### src/rtl/room_renderer.sv
// rtl/room_renderer.sv - room background generator with four sliding doorways
// One-cycle pixel classification (black / wall / floor) driven by per-door half-width state.
module room_renderer #(
    parameter int          H_RES     = 640,
    parameter int          V_RES     = 480,
    parameter int          WALL_T    = 40,
    parameter int          DOOR_HALF = 60,
    parameter int          STEP      = 4,
    parameter logic [7:0]  FLOOR     = 8'hFE
) (
    input  logic        clk_vga,
    input  logic        rst,
    input  logic [9:0]  CurrentX,
    input  logic [8:0]  CurrentY,
    input  logic [7:0]  wall,
    input  logic        frame_tick,
    input  logic [3:0]  door_req,
    output logic [7:0]  mapData,
    output logic [3:0]  door_open,
    output logic [3:0]  door_moving
);

    typedef enum logic [1:0] {
        CLOSED  = 2'd0,
        OPENING = 2'd1,
        OPEN    = 2'd2,
        CLOSING = 2'd3
    } doorState_t;

    localparam int DN = 0;
    localparam int DE = 1;
    localparam int DS = 2;
    localparam int DW = 3;

    localparam logic [11:0] CX     = 12'(H_RES / 2);
    localparam logic [11:0] CY     = 12'(V_RES / 2);
    localparam logic [11:0] WALLW  = 12'(WALL_T);
    localparam logic [11:0] XRIGHT = 12'(H_RES - WALL_T);
    localparam logic [11:0] YBOT   = 12'(V_RES - WALL_T);
    localparam logic [10:0] HMAX   = 11'(DOOR_HALF);
    localparam logic [10:0] HSTEP  = 11'(STEP);

    doorState_t doorState     [4];
    doorState_t doorStateNext [4];
    logic [9:0] halfW         [4];
    logic [9:0] halfWNext     [4];
    logic [9:0] halfUp        [4];
    logic [9:0] halfDown      [4];
    logic [3:0] openNext;
    logic [3:0] movingNext;
    logic [7:0] pixNext;

    always_comb begin
        openNext   = 4'b0000;
        movingNext = 4'b0000;
        for (int i = 0; i < 4; i++) begin
            doorStateNext[i] = doorState[i];
            halfWNext[i]     = halfW[i];
            // Saturating step in 11 bits so neither direction can wrap.
            if (({1'b0, halfW[i]} + HSTEP) >= HMAX)
                halfUp[i] = HMAX[9:0];
            else
                halfUp[i] = halfW[i] + HSTEP[9:0];
            if ({1'b0, halfW[i]} <= HSTEP)
                halfDown[i] = 10'd0;
            else
                halfDown[i] = halfW[i] - HSTEP[9:0];

            if (frame_tick) begin
                case (doorState[i])
                    CLOSED: begin
                        if (door_req[i]) begin
                            doorStateNext[i] = OPENING;
                            halfWNext[i]     = halfUp[i];
                        end
                    end
                    OPENING: begin
                        if (door_req[i]) begin
                            halfWNext[i]     = halfUp[i];
                            doorStateNext[i] = (halfUp[i] == HMAX[9:0]) ? OPEN : OPENING;
                        end else begin
                            halfWNext[i]     = halfDown[i];
                            doorStateNext[i] = (halfDown[i] == 10'd0) ? CLOSED : CLOSING;
                        end
                    end
                    OPEN: begin
                        if (!door_req[i]) begin
                            doorStateNext[i] = CLOSING;
                            halfWNext[i]     = halfDown[i];
                        end
                    end
                    CLOSING: begin
                        if (door_req[i]) begin
                            doorStateNext[i] = OPENING;
                            halfWNext[i]     = halfUp[i];
                        end else begin
                            halfWNext[i]     = halfDown[i];
                            doorStateNext[i] = (halfDown[i] == 10'd0) ? CLOSED : CLOSING;
                        end
                    end
                    default: begin
                        doorStateNext[i] = CLOSED;
                        halfWNext[i]     = 10'd0;
                    end
                endcase
            end
            openNext[i]   = (doorStateNext[i] == OPEN);
            movingNext[i] = (doorStateNext[i] == OPENING) || (doorStateNext[i] == CLOSING);
        end
    end

    // Window test written as pos+h >= c so the lower bound never underflows.
    function automatic logic inWindow(input logic [11:0] pos, input logic [11:0] c,
                                      input logic [9:0] h);
        logic [11:0] hw;
        hw = {2'b00, h};
        return ((pos + hw) >= c) && (pos < (c + hw));
    endfunction

    logic [11:0] px;
    logic [11:0] py;
    assign px = {2'b00, CurrentX};
    assign py = {3'b000, CurrentY};

    always_comb begin
        pixNext = FLOOR;
        if (px >= 12'(H_RES) || py >= 12'(V_RES))
            pixNext = 8'h00;
        else if (py < WALLW && inWindow(px, CX, halfW[DN]))
            pixNext = FLOOR;
        else if (py >= YBOT && inWindow(px, CX, halfW[DS]))
            pixNext = FLOOR;
        else if (px < WALLW && inWindow(py, CY, halfW[DW]))
            pixNext = FLOOR;
        else if (px >= XRIGHT && inWindow(py, CY, halfW[DE]))
            pixNext = FLOOR;
        else if (px < WALLW || px >= XRIGHT || py < WALLW || py >= YBOT)
            pixNext = wall;
    end

    always_ff @(posedge clk_vga) begin
        if (rst) begin
            for (int i = 0; i < 4; i++) begin
                doorState[i] <= CLOSED;
                halfW[i]     <= 10'd0;
            end
            door_open   <= 4'b0000;
            door_moving <= 4'b0000;
            mapData     <= 8'h00;
        end else begin
            for (int i = 0; i < 4; i++) begin
                doorState[i] <= doorStateNext[i];
                halfW[i]     <= halfWNext[i];
            end
            door_open   <= openNext;
            door_moving <= movingNext;
            mapData     <= pixNext;
        end
    end

endmodule

### config.mk
export PLATFORM = sky130hd
export DESIGN_NAME = room_renderer
export DESIGN_NICKNAME = d
export VERILOG_FILES = /design/src/rtl/room_renderer.sv
export SDC_FILE = /design/constraint.sdc
export NUM_CORES = 1
export LEC_CHECK = 0
export BUFFER_PORTS_ARGS = -buffer_cell sky130_fd_sc_hd__buf_4
export CAP_MARGIN = 20
export CORE_UTILIZATION = 60
export CTS_BUF_LIST = sky130_fd_sc_hd__clkbuf_8
export CTS_CLUSTER_DIAMETER = 80
export DETAILED_ROUTE_END_ITERATION = 12
export GPL_ROUTABILITY_DRIVEN = 0
export PLACE_DENSITY = 0.8
export SETUP_SLACK_MARGIN = 0.2
export SLEW_MARGIN = 20
export SYNTH_ARGS = -nofsm -noshare
export SYNTH_HDL_FRONTEND = slang
export SYNTH_SLANG_ARGS = --single-unit
### constraint.sdc
create_clock -name clk_vga -period 5.6 [get_ports clk_vga]
set_clock_uncertainty 0.15 [all_clocks]
set_input_delay 0.56 -clock clk_vga [delete_from_list [all_inputs] [get_ports clk_vga]]
set_output_delay 0.56 -clock clk_vga [all_outputs]
set_load 0.1 [all_outputs]
After elaboration in Yosys (flattened, before gate mapping)

Memory sizes are Yosys's and may differ from the RTL's.
Cells that the tools add are included.
W data, S select, Z words.

Input port bits: 34
Bits in read-only memories: 0
Flip-flop bits (word level): 16
Memory bits (writable): 48
Word-level logic and storage cells: 191
Latch bits: 0
Memories kept: 2

Memories:

| name      | depth | bits a word | rd ports | clocked after Yosys merged registers in | write ports | line | text |
|---|---|---|---|---|---|---|---|
| halfW     | 4     | 10          | 4        | 0                                       | 4           | 45   | `logic [9:0] halfW [4];` |
| doorState | 4     | 2           | 4        | 0                                       | 4           | 43   | `doorState_t doorState [4];` |

Equality and inequality tests: 28
Reduce and logical (&&, ||, !) cells: 30
Add/sub/neg operators: 20
Order comparisons: 22
Mux-type cells: 76
Shift-type cells: 0
Bitwise logic cells: 9
Divide/modulo/power cells: 0
$mul: 0

Operators with widths:

| cell                    | count |
|---|---|
| $mux W10                | 28 |
| $pmux W10 S3            | 4 |
| $mux W2                 | 32 |
| $add A10 B3 Y11 const B | 4 |
| $ge A11 B6 Y1 const B   | 4 |
| $add A10 B3 Y10 const B | 4 |
| $eq A10 B6 Y1 const B   | 4 |
| $le A10 B3 Y1 const B   | 4 |
| $logic_not A10 Y1       | 4 |
| $mux W8                 | 5 |
| $sub A10 B3 Y10 const B | 4 |
| $eq A2 B2 Y1 const B    | 16 |
| $pmux W2 S4             | 4 |
| $add A10 B10 Y11        | 2 |
| $add A8 B10 Y11 const A | 2 |
| $add A9 B10 Y11         | 2 |
| $add A9 B10 Y11 const A | 2 |
| $ge A11 B8 Y1 const B   | 2 |
| $ge A11 B9 Y1 const B   | 2 |
| $lt A10 B11 Y1          | 2 |
| $lt A9 B11 Y1           | 2 |
| $ge A10 B10 Y1 const B  | 2 |
| $ge A9 B9 Y1 const B    | 2 |
| $eq A2 B1 Y1 const B    | 8 |
| 10 further kinds        | 40 |

Depth between registers and ports, before layout

An unclocked memory read counts as a cell.

Word-level depth: 11
Gate-level depth with buffers: 13
Depth with buffers taken out: 12

Least setup slack after synthesis

Ideal clock, no wire load.

Path type: input-to-reg
Start point: input port CurrentY[0]
End point: register mapData[1]
Stages on the path: 10
Slack: 2.367 ns
Arrival time: 2.963 ns
Cells stage by stage: ha_1 > fa_1 > nor2b_2 > o31ai_2 > mux2_4 > nor4_4 > and4b_1 > nor3_2 > o221ai_2 > o31a_1

Longest elaborated chain between the ends: 8

RTL lines:

| element                                                          | line          | text |
|---|---|---|
| start, declared                                                  | 14            | `input logic [8:0] CurrentY,` |
| $add A9 B10 Y11 / $lt A9 B6 Y1 (equally long branches)           | 117, 129, 137 |  |
| $ge A11 B8 Y1 / $logic_or A1 B1 Y1 (equally long branches)       | 117, 137      |  |
| $logic_and A1 B1 Y1 / $logic_or A1 B1 Y1 (equally long branches) | 117, 137      |  |
| $logic_and A1 B1 Y1 / $mux W8 (equally long branches)            | 135, 137      |  |
| $mux W8                                                          | 135           | `else if (px >= XRIGHT && inWindow(py, CY, halfW[DE]))` |
| $mux W8                                                          | 133           | `else if (px < WALLW && inWindow(py, CY, halfW[DW]))` |
| $mux W8                                                          | 131           | `else if (py >= YBOT && inWindow(px, CX, halfW[DS]))` |
| $mux W8                                                          | 129           | `else if (py < WALLW && inWindow(px, CX, halfW[DN]))` |
| end signal, assigned                                             | 157           | `mapData <= pixNext;` |
| end, declared                                                    | 18            | `output logic [7:0] mapData,` |

Several ways; a longest one is shown, not always the timed one.
A chain may end at the register's enable or synchronous reset.

==> metrics.csv <==
stage,metric,value,unit
grt,Total GRT Usage,30.1,%
die,initial core utilization,61.9,%
setup_path,crit end category,flop,
sta,Slew @ Worst Pin,680,ps
synthesis,syn avg cell area,7.66,um^2
setup_path,"setup slack, reg-to-reg",2210,ps
worst_hold_path,worst min path class,input pin to flop,
pwr,power per cell area,212,nW/um^2
synthesis,Mapped Area,6740,um^2
synthesis,top_reg_cell synth,dfxtp_1,
clock_network,Clock transition at path regs,70,ps
synthesis,Area contributors post-synth,"ha_1, dfxtp_1, a21oi_1, o21ai_0, nor2_1",
route,drt first pass iters,5,
setup_path,type of origin of the critical path,flop,
pwr,Final Total Pwr,1.53,mW
placed_design,input/output buffers,49,
synthesis,most frequent cell after synthesis,ha_1,
clock_network,worst skew pair latency,380,ps
setup_path,worst reg2reg startpoint,halfW[0][12],
route,DRC errors left,0,
placed_design,Cells after DPL,1023,
synthesis,Async SR Flop Fraction,0,%
pwr,Pleak,2.98,nW
worst_hold_path,hold_sp,wall[4],
route,post-detailed-route count of antenna-violating nets,0,
synthesis,cell taking the most area after synthesis,ha_1,
synthesis,"EDFF count, synth",0,
layout,antenna diode count,0,
sta,unrepaired setup endpoints after global routing,no,
sta,Max-Slew Margin vs Limit,54.7,%
pwr,Peak VDD IR,181,uV
synthesis,Yosys top cell area share,18.2,%
clock_network,clk sinks,60,
clock_network,Num CTS Buffers,9,
sta,Setup Viol. Count Final,0,
synthesis,register area share after synthesis,17.8,%
synthesis,Post-Syn Instances,880,
route,First DRT Iteration DRCs,436,
sta,Final Hold Fails,0,
clock_network,TritonCTS clock tree,yes,
sta,Final Worst Setup Slack,2210,ps
clock_network,Max clock buf depth,2,
layout,Final Util,66.5,%
placed_design,DP Area,7070,um^2
layout,layout cells sized above 1,10.1,%
setup_path,CP max stage cell,dfxtp_1,
sta,setup TNS,0,ps
setup_path,critical path cell sequence,inv_1 -> ha_1 -> nor2b_2 -> o31ai_2 -> mux2_4 -> nor4_4 -> and4b_1 -> nor3_2 -> o221ai_2 -> o31a_1,
grt,largest net degree at the start of global routing,46,
sta,fin crit period,3390,ps
synthesis,commonest cells in the netlist,"ha_1, nor2_1, a21oi_1",
synthesis,post-synth cell types,87,
setup_path,Crit Path Max Fanout,9,
setup_path,WP data arrival,3490,ps
synthesis,#FFs+latches synth,60,
grt,GRT overflow,0,
setup_path,R2R Path End,mapData[7],
grt,first-pass GRT wire length,28300,um
route,WL final,17000,um
placed_design,hpwl dp,12800,um
route,Vias,6616,
sta,fin crit share,60.5,%
clock_network,post_cts resized,0,
die,Rows,38,
setup_path,CP Depth,10,
setup_path,CP bufs+invs,1,
sta,max-slew violations,0,
route,vias per std cell,6.37,
grt,initial antenna violation count,0,
run_status,status,completed,
setup_path,family with the most delay on the worst path,compound AO/OA/AOI/OAI gates,
clock_network,htree depth,3,
route,post-DR wirelength/cell,16.3,um
sta,worst hold slack,264,ps
setup_path,cells on worst reg2reg path,10,
layout,synth-to-layout area growth,7.35,%
die,area of the core,10900,um^2
layout,Finished Cell Area,7240,um^2
placed_design,dpl ws,1960,ps
setup_path,Crit Path Category,flop to flop,
setup_path,"Req. time, crit path",5700,ps
sta,fmax,295,MHz
clock_network,CTS Hold Bufs,0,
die,I/O pin count,50,
die,DIE HEIGHT,108,um
layout,NumNets Final,1030,
die,chip width,108,um
setup_path,CP peak stage delay,500,ps
worst_hold_path,hold depth,2,
synthesis,syn nets,1016,
synthesis,Yosys warnings,0,
worst_hold_path,Worst Hold End,mapData[4],
die,total die area,11700,um^2
layout,Non-Filler Instances,1038,
clock_network,post-CTS setup buffers,0,
grt,vias in the first global route,6309,
flow_run,Maximum Capacitance Violations,0,
clock_network,clk root buf,clkbuf_8,
area by class of cell:
type                       instances  area [um^2]
clock inverter                     6         41.3
multi-input combinational        718         5120
tap                              140          175
fill                             921         3650
inverter                          56          210
sequential                        60         1200
timing repair buffer              49          368
clock buffer                       9          124
worst max-delay path by stage:
stage,startpoint,to,slack (ps)
after floorplan,CurrentY[0],mapData[1],2370
after global placement,CurrentY[0],mapData[1],2080
after CTS,halfW[0][12],mapData[7],2220
final,halfW[0][12],mapData[7],2210
after detailed placement,CurrentY[0],mapData[1],1960
after global routing,halfW[0][12],mapData[7],2010
power by group:
part	total [mW]	internal, mW	switching (mW)	leakage [nW]
Combinational	0.670	0.252	0.417	2.42
Sequential	0.505	0.452	0.0526	0.489
Clock	0.361	0.158	0.203	0.0775
cells in the final DEF, fill, tap and decap left out, drive strengths merged, types with 8 or more instances in the layout:
cell type   n
o21ai      68
inv        57
xnor2      15
a31oi      21
nor3b      10
nand2b     18
a221oi      8
a21oi      72
ha         98
nand2      52
nand4       8
a211oi     11
nand3      15
clkbuf      9
buf        49
nor2       77
o21a       15
or3         8
and2       12
o31a       10
xor2       19
nor3       37
nor4       18
nor2b      14
dfxtp      60
worst register-to-register path, delay by kind of cell, from the launching register on:
| kind | cells | cell delay (ps) |
|---|---|---|
| and+or+nand+nor | 4 | 780 |
| AOI/OAI and AO/OA | 3 | 890 |
| DFF | 1 | 500 |
| buffers and inverters | 1 | 180 |
| muxes | 1 | 350 |
| adders and majority gates | 1 | 420 |
metal layers:
| layer | global-route usage (%) | share of wire, % | wire, um |
|---|---|---|---|
| met1 | 35.8 | 44 | 7440 |
| met2 | 53.4 | 50 | 8410 |
| met3 | 5.24 | 4.4 | 747 |
| met4 | 12.1 | 2.1 | 364 |
| met5 | 0 | 0 | 0 |
logic make-up (layout without fill, tap and decap cells):
family / Yosys count / in the layout / synth area share, %
buffers and inverters: 102 / 120 / 6.27
AO/OA/AOI/OAI: 279 / 279 / 28.1
multiplexers: 3 / 3 / 0.520
flip-flops: 60 / 60 / 17.8
adder cells (fa/ha/maj): 102 / 102 / 19.4
XOR/XNOR: 34 / 34 / 4.42
AND/OR/NAND/NOR: 300 / 300 / 23.5
state kept, by name, indices dropped and copies added, names as in the netlist, named ones only:
| name | cells |
|---|---|
| door_open | 4 |
| mapData | 8 |
| door_moving | 4 |
| halfW | 40 |
No activity file was read; power rests on OpenSTA's default activity.
